## src/rtl/uart_rx_fifo.sv

```systemverilog
// uart_rx_fifo: UART receiver feeding a show-ahead receive FIFO.
//
// Optional feature macro: UART_PARITY_EN
//   When defined, the frame carries one parity bit after the data bits and
//   parity_err is live. Otherwise the parity state logic is not built and
//   parity_err is tied to 0.
//
// Parameters
//   DATA_W       data bits per frame (5..9)
//   CLKS_PER_BIT clk cycles per bit period (>= 8)
//   FIFO_DEPTH   receive FIFO entries (power of two, >= 2)
//   PARITY_ODD   1 = odd parity, 0 = even parity (UART_PARITY_EN builds only)
//
// Ports
//   clk        single clock, rising edge
//   rst_n      asynchronous active-low reset
//   serial_in  asynchronous UART line, idle high
//   rd_en      pop the FIFO head (ignored while empty)
//   err_clr    clear the sticky overrun flag
//   rd_data    FIFO head (show-ahead), valid while empty = 0, 0 when empty
//   empty      FIFO empty
//   full       FIFO full
//   count      FIFO occupancy
//   frame_err  one-cycle pulse on a low stop bit
//   parity_err one-cycle pulse on a parity mismatch
//   overrun    sticky: a received word was dropped because the FIFO was full
//
// Read handshake: a pop happens on the rising edge where rd_en = 1 and
// empty = 0; rd_data then shows the next entry from that edge onward.

module uart_rx_fifo #(
    parameter int DATA_W       = 8,
    parameter int CLKS_PER_BIT = 2520,
    parameter int FIFO_DEPTH   = 16,
    parameter int PARITY_ODD   = 0
) (
    input  logic                            clk,
    input  logic                            rst_n,
    input  logic                            serial_in,
    input  logic                            rd_en,
    input  logic                            err_clr,
    output logic [DATA_W-1:0]               rd_data,
    output logic                            empty,
    output logic                            full,
    output logic [$clog2(FIFO_DEPTH):0]     count,
    output logic                            frame_err,
    output logic                            parity_err,
    output logic                            overrun
);

    localparam int AW    = $clog2(FIFO_DEPTH);
    localparam int CW    = $clog2(CLKS_PER_BIT);
    localparam int BW    = $clog2(DATA_W);
    localparam int CNT_W = AW + 1;

    localparam logic [CW-1:0] BIT_LAST  = CW'(CLKS_PER_BIT - 1);
    localparam logic [CW-1:0] HALF_LAST = CW'(CLKS_PER_BIT / 2 - 1);
    localparam logic [BW-1:0] IDX_LAST  = BW'(DATA_W - 1);

    // Out-of-range parameters elaborate this empty marker block so they are
    // easy to spot in a hierarchy dump.
    if (DATA_W < 5 || DATA_W > 9 || CLKS_PER_BIT < 8 || FIFO_DEPTH < 2 ||
        (FIFO_DEPTH & (FIFO_DEPTH - 1)) != 0 || PARITY_ODD < 0 || PARITY_ODD > 1)
    begin : g_bad_params
    end

    typedef enum logic [2:0] {
        IDLE, START, DATA, PARITY, STOP, RECOVER
    } state_t;

    state_t             state;
    logic [1:0]         sync;
    logic [1:0]         fill;
    logic               rx_s;
    logic               rx_prev;
    logic               armed;
    logic [CW-1:0]      cnt;
    logic [BW-1:0]      bit_idx;
    logic [DATA_W-1:0]  shreg;
    logic               push;
    logic               pop;
    logic               do_push;

    assign rx_s = sync[1];

    // fill tracks when the synchronizer holds real line samples rather than
    // its reset value. armed only rises once the line has truly been seen
    // high, so a line held low across reset cannot fake a start edge.
    always_ff @(posedge clk or negedge rst_n) begin
        if (!rst_n) begin
            sync    <= 2'b11;
            fill    <= 2'b00;
            rx_prev <= 1'b1;
            armed   <= 1'b0;
        end else begin
            sync    <= {sync[0], serial_in};
            fill    <= {fill[0], 1'b1};
            rx_prev <= rx_s;
            armed   <= armed | (fill[1] & rx_s);
        end
    end

`ifdef UART_PARITY_EN
    logic par_bad;
`endif

    always_ff @(posedge clk or negedge rst_n) begin
        if (!rst_n) begin
            state     <= IDLE;
            cnt       <= '0;
            bit_idx   <= '0;
            shreg     <= '0;
            frame_err <= 1'b0;
`ifdef UART_PARITY_EN
            par_bad    <= 1'b0;
            parity_err <= 1'b0;
`endif
        end else begin
            frame_err <= 1'b0;
`ifdef UART_PARITY_EN
            parity_err <= 1'b0;
`endif
            case (state)
                IDLE: begin
                    cnt     <= '0;
                    bit_idx <= '0;
`ifdef UART_PARITY_EN
                    par_bad <= 1'b0;
`endif
                    if (armed && rx_prev && !rx_s) state <= START;
                end
                START: begin
                    if (cnt == HALF_LAST) begin
                        cnt   <= '0;
                        // A line back high at mid start bit was a glitch.
                        state <= rx_s ? IDLE : DATA;
                    end else begin
                        cnt <= cnt + 1'b1;
                    end
                end
                DATA: begin
                    if (cnt == BIT_LAST) begin
                        cnt   <= '0;
                        shreg <= {rx_s, shreg[DATA_W-1:1]};
                        if (bit_idx == IDX_LAST) begin
                            bit_idx <= '0;
`ifdef UART_PARITY_EN
                            state   <= PARITY;
`else
                            state   <= STOP;
`endif
                        end else begin
                            bit_idx <= bit_idx + 1'b1;
                        end
                    end else begin
                        cnt <= cnt + 1'b1;
                    end
                end
`ifdef UART_PARITY_EN
                PARITY: begin
                    if (cnt == BIT_LAST) begin
                        cnt   <= '0;
                        state <= STOP;
                        if ((^shreg ^ rx_s) != PARITY_ODD[0]) begin
                            par_bad    <= 1'b1;
                            parity_err <= 1'b1;
                        end
                    end else begin
                        cnt <= cnt + 1'b1;
                    end
                end
`endif
                STOP: begin
                    if (cnt == BIT_LAST) begin
                        cnt <= '0;
                        if (rx_s) begin
                            state <= IDLE;
                        end else begin
                            frame_err <= 1'b1;
                            state     <= RECOVER;
                        end
                    end else begin
                        cnt <= cnt + 1'b1;
                    end
                end
                RECOVER: begin
                    // Hold here through a break so it yields one frame_err.
                    if (rx_s) state <= IDLE;
                end
                default: state <= IDLE;
            endcase
        end
    end

`ifdef UART_PARITY_EN
    assign push = (state == STOP) && (cnt == BIT_LAST) && rx_s && !par_bad;
`else
    assign push = (state == STOP) && (cnt == BIT_LAST) && rx_s;
    assign parity_err = 1'b0;
`endif

    // Receive FIFO
    logic [DATA_W-1:0] mem [FIFO_DEPTH];
    logic [AW-1:0]     wr_ptr;
    logic [AW-1:0]     rd_ptr;
    logic [CNT_W-1:0]  count_q;

    assign empty   = (count_q == '0);
    assign full    = (count_q == CNT_W'(FIFO_DEPTH));
    assign count   = count_q;
    assign pop     = rd_en && !empty;
    // A full FIFO still accepts a push when the head is popped in the same cycle.
    assign do_push = push && (!full || pop);
    assign rd_data = empty ? '0 : mem[rd_ptr];

    always_ff @(posedge clk) begin
        if (do_push) mem[wr_ptr] <= shreg;
    end

    always_ff @(posedge clk or negedge rst_n) begin
        if (!rst_n) begin
            wr_ptr  <= '0;
            rd_ptr  <= '0;
            count_q <= '0;
            overrun <= 1'b0;
        end else begin
            if (do_push) wr_ptr <= wr_ptr + 1'b1;
            if (pop)     rd_ptr <= rd_ptr + 1'b1;
            case ({do_push, pop})
                2'b10:   count_q <= count_q + 1'b1;
                2'b01:   count_q <= count_q - 1'b1;
                default: count_q <= count_q;
            endcase
            // A new drop wins over a simultaneous clear.
            if (push && !do_push) overrun <= 1'b1;
            else if (err_clr)     overrun <= 1'b0;
        end
    end

endmodule

```

## config.mk

```make
export PLATFORM = sky130hd
export DESIGN_NAME = uart_rx_fifo
export DESIGN_NICKNAME = d
export VERILOG_FILES = /design/src/rtl/uart_rx_fifo.sv
export SDC_FILE = /design/constraint.sdc
export NUM_CORES = 1
export LEC_CHECK = 0
export ABC_CLOCK_PERIOD_IN_PS = 3100
export CORE_MARGIN = 2
export CORE_UTILIZATION = 61
export CTS_CLUSTER_DIAMETER = 200
export DETAILED_ROUTE_END_ITERATION = 7
export GPL_TIMING_DRIVEN = 0
export PLACE_DENSITY = 0.87
export SLEW_MARGIN = 5
export SYNTH_ARGS = -nofsm -noshare
export SYNTH_HDL_FRONTEND = slang
export SYNTH_SLANG_ARGS = --single-unit
export TNS_END_PERCENT = 10
```

## constraint.sdc

```tcl
create_clock -name clk -period 3.1 [get_ports clk]
set_clock_uncertainty 0.05 [all_clocks]
set_input_delay 0.93 -clock clk [delete_from_list [all_inputs] [get_ports clk]]
set_output_delay 0.93 -clock clk [all_outputs]
set_load 0.05 [all_outputs]
```

==> impl_results.md, run 1 <==
- Setup repair after global routing missed its margin: true
- Mean instance size in the synthesized netlist: 17.2 um2
- Wire length per cell: 24.7 um
- # Max-Cap Violations: 0
- First-pass GRT wire length: 24.8 mm
- All-layer global routing usage: 26.6%
- Share of post-route cells with drive strength above 1: 29.6%
- FP Rows: 40
- Number of max-slew violations in the final report: 0
- WP data required: 2.12 ns
- Cell count after synthesis: 430
- Detail Route Antenna Nets: 0
- IO Pins: 23
- Syn Nets: 445
- CTS tree: yes
- Crit-path cells: buf_8 -> buf_12 -> mux4_2 -> mux4_2 -> nor2b_4 -> buf_6
- Outcome: complete, but fails checks
- Remaining routing DRC violations: 0
- Maximum vdd ir drop: 0.000525 V
- Overall die height: 114 um
- Die area: 13000 um2
- Final RePlAce weighted congestion: 0.892
- Number of hold-slack violations in the final timing report: 0
- Slowest stage cell on the critical path: sky130_fd_sc_hd__mux4_2
- Horizontal extent of the die: 114 um
- Highest clock frequency the design can meet: 281 MHz
- Area occupied by registers: 5020 um2
- CTS Buffer Depth: 2
- Clock-pin slew on the worst setup and hold paths: 0.06 ns
- Post-synth cell types: 57
- # H-tree levels: 4
- Async S/R FF share, synth: 26.9%
- Failing checks: setup timing
- Placeable Area: 11900 um2
- Total power draw: 5.23 mW
- Iter 0 DRT Violations: 381
- Initial antenna violation count: 0
- First drt pass iteration count: 5
- Number of synthesized flops with an enable pin: 128
- Total overflow reported by the global router: 0
- Area after detailed placement: 7830 um2
- Number of filler instances in the final layout: 681
- Reported leakage power: 3.43 nW
- Diodes inserted: 0
- DRT Wirelength: 15.8 mm
- Cell chosen for the clock root: sky130_fd_sc_hd__clkbuf_16
- Endpoint type of the worst setup path: output pin
- CTS Hold Bufs: 0
- Combined area of the multi-input logic cells: 2320 um2
- Post-synth top flop: sky130_fd_sc_hd__edfxtp_1
- Class of the most critical setup path: flip-flop to output pin
- Min Clock Period, post-route: 3.55 ns
- Family with the most delay on the worst path: multiplexers
- Placed Cells incl. Taps: 599
- Register bit total from synthesis: 175
- Cell type with the highest occurrence count on the critical path: sky130_fd_sc_hd__mux4_2
- Number of vias per cell: 6.48
- Buf/Inv on CP: 3
- Final setup violation count: 8
- Initial Utilization: 62.1%
- Clock Sink Count: 175
- Transition time at the pin with the least slew margin: 0.894 ns
- Crit path max fanout: 7
- Worst rel slew slack: 40.4%
- Worst min path class: input pin to asynchronous set/reset pin
- Sequential share of the synthesized area: 67.9%
- PwrDens: 603 nW/um2
- Fin Setup TNS: -3.26 ns
- Synthesis Warnings: 0
- Min Hold Slack: 0.289 ns
- Longest individual stage delay on the worst path: 0.56 ns
- Data arrival at the endpoint of the critical path: 2.57 ns
- TritonCTS buffer count: 17
- Worst-case setup margin in the final layout: -0.454 ns
- Post-route cell area: 8680 um2
- Largest net degree at the start of global routing: 41
- Type of element launching the critical path: flip-flop
- Net count, final: 495
- DP Wirelength: 9.62 mm
- Overall via count from detail_route: 4146
- IO Port Bufs: 21
- Number of global-route vias before repair: 4275
- Syn Std Cell Area: 7400 um2
- P&R area growth vs syn: 17.3%
- Final critical-path share of the clock period: 115%
- Number of standard cells in the layout, taps in and fillers out: 640
- Later-pin clock latency in the skew report: 0.43 ns
what timing repair did:
action	4_1_cts	5_1_grt
buffers inserted	5	4
gates resized for setup	82	14
setup endpoints to repair	16	131
cloned	2	0
pin swaps	0	1
logic make-up after synthesis:
| logic type | count (synthesis) | synth area share (%) |
|---|---|---|
| adders and majority gates | 10 | 1.69 |
| buffers and inverters | 26 | 1.71 |
| AOI/OAI and AO/OA | 44 | 4.63 |
| other | 2 | 0.101 |
| DFF | 175 | 67.9 |
| and+or+nand+nor | 106 | 8.10 |
| muxes | 53 | 14.2 |
| xor gates and xnor gates | 14 | 1.66 |
flip-flops by register name, indices dropped and copies added, names as in the netlist, 2 cells and up:
| name | cells |
|---|---|
| shreg | 8 |
| wr_ptr | 4 |
| mem | 128 |
| state | 3 |
| cnt | 12 |
| bit_idx | 3 |
| fill | 2 |
| rd_ptr | 4 |
| sync | 2 |
| count | 5 |
layout by cell type (no fill, tap or decap), types with 8 or more instances in the layout:
cell                              netlist  final
sky130_fd_sc_hd__nor2b_1               11      9
sky130_fd_sc_hd__buf_4                  4      8
sky130_fd_sc_hd__nor2_1                21     17
sky130_fd_sc_hd__mux4_2                40     40
sky130_fd_sc_hd__ha_1                  10     10
sky130_fd_sc_hd__dfrtp_1               44     43
sky130_fd_sc_hd__nand2_1               18     18
sky130_fd_sc_hd__clkdlybuf4s50_1        0     10
sky130_fd_sc_hd__mux2_2                11     11
sky130_fd_sc_hd__nand3_1                9      9
sky130_fd_sc_hd__edfxtp_1             128    128
sky130_fd_sc_hd__a22o_1                11     11
sky130_fd_sc_hd__buf_6                  1      9
sky130_fd_sc_hd__clkbuf_16              0     17
final cells by class:
| class | instances | share of cell area, % |
|---|---|---|
| Buffer | 20 | 1.84 |
| Clock buffer | 20 | 5.03 |
| Clock inverter | 12 | 1.94 |
| Inverter | 5 | 0.216 |
| Multi-Input combinational cell | 229 | 26.8 |
| Sequential cell | 175 | 57.9 |
| Tap cell | 147 | 2.12 |
| Timing Repair Buffer | 32 | 4.22 |
cells in the mapped netlist (7+ instances only):
cell type | count | area (um2)
sky130_fd_sc_hd__a21oi_1 | 7 | 35.0
sky130_fd_sc_hd__a22o_1 | 11 | 96.3
sky130_fd_sc_hd__clkbuf_1 | 7 | 26.3
sky130_fd_sc_hd__dfrtp_1 | 44 | 1100
sky130_fd_sc_hd__edfxtp_1 | 128 | 3840
sky130_fd_sc_hd__ha_1 | 10 | 125
sky130_fd_sc_hd__mux2_2 | 11 | 124
sky130_fd_sc_hd__mux4_2 | 40 | 901
sky130_fd_sc_hd__nand2_1 | 18 | 67.6
sky130_fd_sc_hd__nand3_1 | 9 | 45.0
sky130_fd_sc_hd__nor2_1 | 21 | 78.8
sky130_fd_sc_hd__nor2b_1 | 11 | 68.8
sky130_fd_sc_hd__nor3_1 | 8 | 40.0
sky130_fd_sc_hd__xnor2_1 | 7 | 61.3
sky130_fd_sc_hd__xor2_1 | 7 | 61.3
routing by layer:
metal  part of all wire [%]  track usage (%)  up-vias
met4                    2.1             11.4        0
met3                    6.8             5.56       31
li1                       -                -     1793
met2                     54             45.3      173
met5                      0                0        -
met1                     37             33.5     2149
power by group:
part	internal, mW	switching (mW)	leakage [nW]	total (mW)
sequential	2.53	0.0306	2.12	2.56
combinational	0.189	0.283	1.03	0.472
clock	1.34	0.865	0.283	2.20
total	4.05	1.18	3.43	5.23
worst register-to-register path: stages (launching register included):
cell                      delay, ns
sky130_fd_sc_hd__dfrtp_1       0.40
sky130_fd_sc_hd__buf_6         0.15
sky130_fd_sc_hd__or4_4         0.56
sky130_fd_sc_hd__o21ai_4       0.26
sky130_fd_sc_hd__nor2_2        0.11
sky130_fd_sc_hd__xor2_1        0.17
sky130_fd_sc_hd__ha_1          0.25
sky130_fd_sc_hd__o31a_1        0.27
sky130_fd_sc_hd__or4_1         0.46
sky130_fd_sc_hd__o31ai_2       0.11
sky130_fd_sc_hd__xor2_1        0.16
path summary, 6_finish.rpt:
path | startpoint | slack (ns) | end | cells past startpoint
setup / recovery | rd_ptr[0] | -0.45 | rd_data[4] | 6
hold / removal | rst_n | 0.29 | count[4] | 1
setup reg to reg | count[1] | 0.08 | count[4] | 10
hold reg to reg | fill[0] | 0.30 | fill[1] | 0
max in group asynchronous | rst_n | 2.18 | rx_prev | 2
min in group clk | fill[0] | 0.30 | fill[1] | 0
metrics by stage:
step                      worst slack [ns]  util, %
final                               -0.454     72.9
after global routing                -0.484     72.9
after CTS                           -0.477     72.4
after detailed placement            -0.980     65.7
after global placement              -0.864     65.5
after floorplan                     0.0337        -
Note: power is estimated with default switching activity, not from simulation.
==> run 2, diff against run 1 <==
Settings changed: CORE_UTILIZATION 61 to 63, DONT_BUFFER_PORTS set to 1.
==> run 2 against run 1 <==
Effect of this change: the flow still finishes with violations (setup timing); setup slack improved by 0.087 ns; count of clock-buffer cells in the layout fell by 1; die area fell by 3.1%; global-route usage rose by 0.78 points; highest routed layer unchanged; total power fell by 0.67%; clock power barely moved; largest power group unchanged.
==> impl_results.md, run 2 (synthesis gave the netlist of run 1 again) <==
- Clock Sink Count: 175 (unchanged)
- IO Port Bufs: 0 (-100%)
- Worst rel slew slack: 38.8% (-1.6 points)
- Number of max-slew violations in the final report: 0 (unchanged)
- Crit path max fanout: 5 (-2)
- WP data required: 2.12 ns (about the same)
- # Max-Cap Violations: 0 (unchanged)
- Combined area of the multi-input logic cells: 2430 um2 (+4.5%)
- Area after detailed placement: 7580 um2 (-3.2%)
- Min Clock Period, post-route: 3.47 ns (-0.0866 ns)
- Number of hold-slack violations in the final timing report: 0 (unchanged)
- Commonest cells after routing, fill and taps aside: sky130_fd_sc_hd__edfxtp_1 (128), sky130_fd_sc_hd__mux4_2 (40), sky130_fd_sc_hd__dfrtp_1 (39)
- Maximum vdd ir drop: 0.000574 V (+9.2%)
- Outcome: complete, but fails checks
- Total overflow reported by the global router: 0 (unchanged)
- Number of global-route vias before repair: 4155 (-2.8%)
- Post-route cell area: 8560 um2 (-1.4%)
- Reported leakage power: 3.32 nW (-3.1%)
- IO Pins: 23 (unchanged)
- Iter 0 DRT Violations: 400 (+5.0%)
- CTS Hold Bufs: 0 (unchanged)
- Most flops, register: mem
- Setup repair after global routing missed its margin: true
- Horizontal extent of the die: 112 um (-1.5%)
- Largest net degree at the start of global routing: 48 (+17%)
- Diodes inserted: 0 (unchanged)
- Worst-case setup margin in the final layout: -0.367 ns (+0.0866 ns)
- Most frequent standard cell in the layout excluding fill and tap cells: sky130_fd_sc_hd__edfxtp_1
- Area occupied by registers: 5030 um2 (about the same)
- Wire length per cell: 26.5 um (+7.3%)
- Final critical-path share of the clock period: 112% (-2.8 points)
- Net count, final: 476 (-3.8%)
- Worst min path class: input pin to asynchronous set/reset pin
- Share of post-route cells with drive strength above 1: 33.8% (+4.1 points)
- PwrDens: 607 nW/um2 (+0.76%)
- DRT Wirelength: 16.4 mm (+3.4%)
- Initial Utilization: 64.8% (+2.7 points)
- Number of vias per cell: 6.69 (+3.3%)
- Final setup violation count: 10 (+2)
- Total power draw: 5.20 mW (-0.67%)
- Highest clock frequency the design can meet: 288 MHz (+2.5%)
- Later-pin clock latency in the skew report: 0.43 ns (about the same)
- Remaining routing DRC violations: 0 (unchanged)
- Initial antenna violation count: 0 (unchanged)
- First-pass GRT wire length: 24.8 mm (+0.14%)
- FP Rows: 39 (-2.5%)
- CTS Buffer Depth: 2 (unchanged)
- Final RePlAce weighted congestion: 0.833 (-6.6%)
- Cell chosen for the clock root: sky130_fd_sc_hd__clkbuf_16
- Overall via count from detail_route: 4128 (-0.43%)
- Top sig layer: met4
- Routed length on met1: 6.19 mm (+6.6%)
- Largest register FFs: 128 (unchanged)
- Min Hold Slack: 0.136 ns (-0.153 ns)
- Failing checks: setup timing
- Transition time at the pin with the least slew margin: 0.917 ns (+0.0239 ns)
- Placeable Area: 11400 um2 (-4.1%)
- DP Wirelength: 8.84 mm (-8.1%)
- # H-tree levels: 4 (unchanged)
- All-layer global routing usage: 27.4% (+0.78 points)
- Endpoint type of the worst setup path: output pin
- P&R area growth vs syn: 15.7%
- First drt pass iteration count: 5 (unchanged)
- Data arrival at the endpoint of the critical path: 2.49 ns (-0.08 ns)
- Class of the most critical setup path: flip-flop to output pin
- Biggest registers after layout: mem (128), cnt (12), shreg (8)
- Detail Route Antenna Nets: 0 (unchanged)
- Clock-pin slew on the worst setup and hold paths: 0.07 ns (about the same)
- Number of filler instances in the final layout: 606 (-11%)
- Die area: 12600 um2 (-3.1%)
- Type of element launching the critical path: flip-flop
- WL met2: 8.51 mm (-1.1%)
- Overall die height: 112 um (-1.5%)
- Met3 Wirelength: 1.19 mm (+10%)
- CTS tree: yes
- TritonCTS buffer count: 17 (unchanged)
run 2: final cells by class:
cell class,instances,share of cell area [%]
Sequential cell,175,58.8
Multi-Input combinational cell,230,28.4
Clock buffer,19,5.06
Tap cell,143,2.09
Buffer,20,1.93
Clock inverter,13,1.91
Timing Repair Buffer,12,1.67
Inverter,5,0.219
run 2: worst paths after layout:
kind / startpoint / end / slack (ns) / cells after the start
worst max-delay path: rd_ptr[0] / rd_data[1] / -0.37 / 6
worst min-delay path: rst_n / count[1] / 0.14 / 0
worst max register to register: count[2] / count[4] / -0.12 / 12
worst min register to register: fill[0] / fill[1] / 0.30 / 0
max in group asynchronous: rst_n / sync[0] / 2.69 / 0
min in group clk: fill[0] / fill[1] / 0.30 / 0
run 2: where the power goes:
group / total (mW) / switching [mW] / leakage (nW) / internal (mW)
Clock: 2.17 / 0.902 / 0.278 / 1.27
Sequential: 2.56 / 0.0339 / 2.11 / 2.52
Combinational: 0.466 / 0.283 / 0.935 / 0.183
Total: 5.20 / 1.22 / 3.32 / 3.98
run 2: through the flow:
step,setup WS (ns),utilization (%),setup TNS [ns],cells
2_1_floorplan,0.0337,-,0,430
3_3_place_gp,-0.429,66.4,-13.20,573
3_5_place_dp,-0.454,66.4,-14.75,573
4_1_cts,-0.341,73.6,-2.55,611
5_1_grt,-0.396,75.0,-3.69,617
6_report,-0.367,75.0,-3.03,617
run 2: critical path, stage by stage (launching register included):
cell,delay [ns]
sky130_fd_sc_hd__dfrtp_1,0.39
sky130_fd_sc_hd__buf_6,0.17
sky130_fd_sc_hd__buf_12,0.12
sky130_fd_sc_hd__buf_12,0.12
sky130_fd_sc_hd__mux4_2,0.55
sky130_fd_sc_hd__mux4_2,0.50
sky130_fd_sc_hd__nor2b_4,0.20
run 2: per-layer routing:
metal / global-route usage, % / vias to the layer above
li1: - / 1756
met1: 35.3 / 2119
met2: 45.5 / 219
met3: 5.45 / 34
met4: 12.8 / 0
met5: 0 / -
run 2: timing repair:
action | CTS | global route
resized for setup | 43 | 27
setup buffers | 5 | 6
pin swaps | 2 | 2
setup endpoints to repair | 44 | 123
gates cloned | 2 | 0
==> RTL edit (settings of run 1) <==
Encoding of `state_t`: now one-hot (6 bits for 6 states).
--- a/src/rtl/uart_rx_fifo.sv
+++ b/src/rtl/uart_rx_fifo.sv
@@ -65,6 +65,6 @@
     end
 
-    typedef enum logic [2:0] {
-        IDLE, START, DATA, PARITY, STOP, RECOVER
+    typedef enum logic [5:0] {
+        IDLE = 6'b000001, START = 6'b000010, DATA = 6'b000100, PARITY = 6'b001000, STOP = 6'b010000, RECOVER = 6'b100000
     } state_t;
 
Behaviour: no difference found for any inputs over 10 cycles, from zero or initial values and one cycle with rst_n low; not proved beyond that.
==> RTL edit against run 1 <==
  * Setup slack improved by 0.091 ns
  * Count of clock-buffer cells in the layout decreased by 3
  * First-iteration DRC count up 14%
  * Power is 7.7% lower
  * Routed wire length is 3.6% lower
  * Area after synthesis barely moved
  * Utilization decreased by 0.55 points
  * Global-route usage is 2.5 points lower
  * Design area decreased by 0.75%
  * The run still ends with negative setup slack left
  * Synthesized cell count grew 1.6%
  * Sequential cell count is 2 higher
  * Non-clock buffer count decreased by 3
==> RTL edit: results (changes against run 1) <==
| Metric | Value |
|---|---|
| Run status | finished, violations left |
| Failing checks | negative setup slack |
| Post-CTS Setup Bufs | 4 (-1) |
| Post-CTS sizing | 72 (-12%) |
| Post-synthesis adder-cell area fraction | 1.523% (-0.17 points) |
| Routed wire length | 15,260 um (-3.6%) |
| Met3 wire length | 811 um (-25%) |
| Metal2 WL | 8179 um (-4.9%) |
| Crit path max fanout | 8 (+1) |
| GRT Overall Usage | 24.08% (-2.5 points) |
| Met2 Use GR | 41.15% (-4.1 points) |
| Buffer share of cell area | 6.068% (about the same) |
| Mapped Nets | 451 (+1.3%) |
| RD Place Congestion | 0.8238 (-7.6%) |
| Vias in the first global route | 4,076 (-4.7%) |
| DRT iter0 DRCs | 433 (+14%) |
| Dpl ws | -0.9703 ns (+0.009391 ns) |
| Synth Area in Compound Gates | 4.196% (-0.44 points) |
| Post-synthesis cell type count | 54 (-5.3%) |
| Final Worst Setup Slack | -0.3622 ns (+0.09140 ns) |
| Final Setup Violations | 8 (unchanged) |
| Die X | 114.1 um (about the same) |
| WL met1 | 5866 um (+0.98%) |
| Worst r2r dst | mem[14][1] |
| Fraction of synthesized area in multiplexers | 13.96% (-0.29 points) |
| Leakage power figure | 3.372 nW (-1.8%) |
-- RTL edit: power groups by stage --
stage	sequential [mW]	combinational [mW]	clock, mW
after floorplan	2.63	0.230	0
after global placement	2.63	0.297	0
after detailed placement	2.64	0.309	0
after CTS	2.59	0.312	1.94
after global routing	2.59	0.347	2.04
final	2.59	0.312	1.93
-- RTL edit: through the flow --
step	instances	hold WS (ns)	setup TNS, ns
floorplan	437	0.2812	0
global placement	605	0.2841	-58.06
detailed placement	606	0.2968	-38.23
CTS	641	0.3039	-3.118
global route	645	0.3063	-3.719
finish	645	0.3010	-2.771
-- RTL edit: worst max path at each step --
stage,startpoint,to,depth (start not counted)
finish,rd_ptr[0],rd_data[2],6
global route,rd_ptr[1],rd_data[3],5
CTS,rd_ptr[0],rd_data[5],6
detailed placement,rd_ptr[1],rd_data[5],6
global placement,rd_ptr[1],rd_data[7],6
floorplan,rd_ptr[1],rd_data[3],5
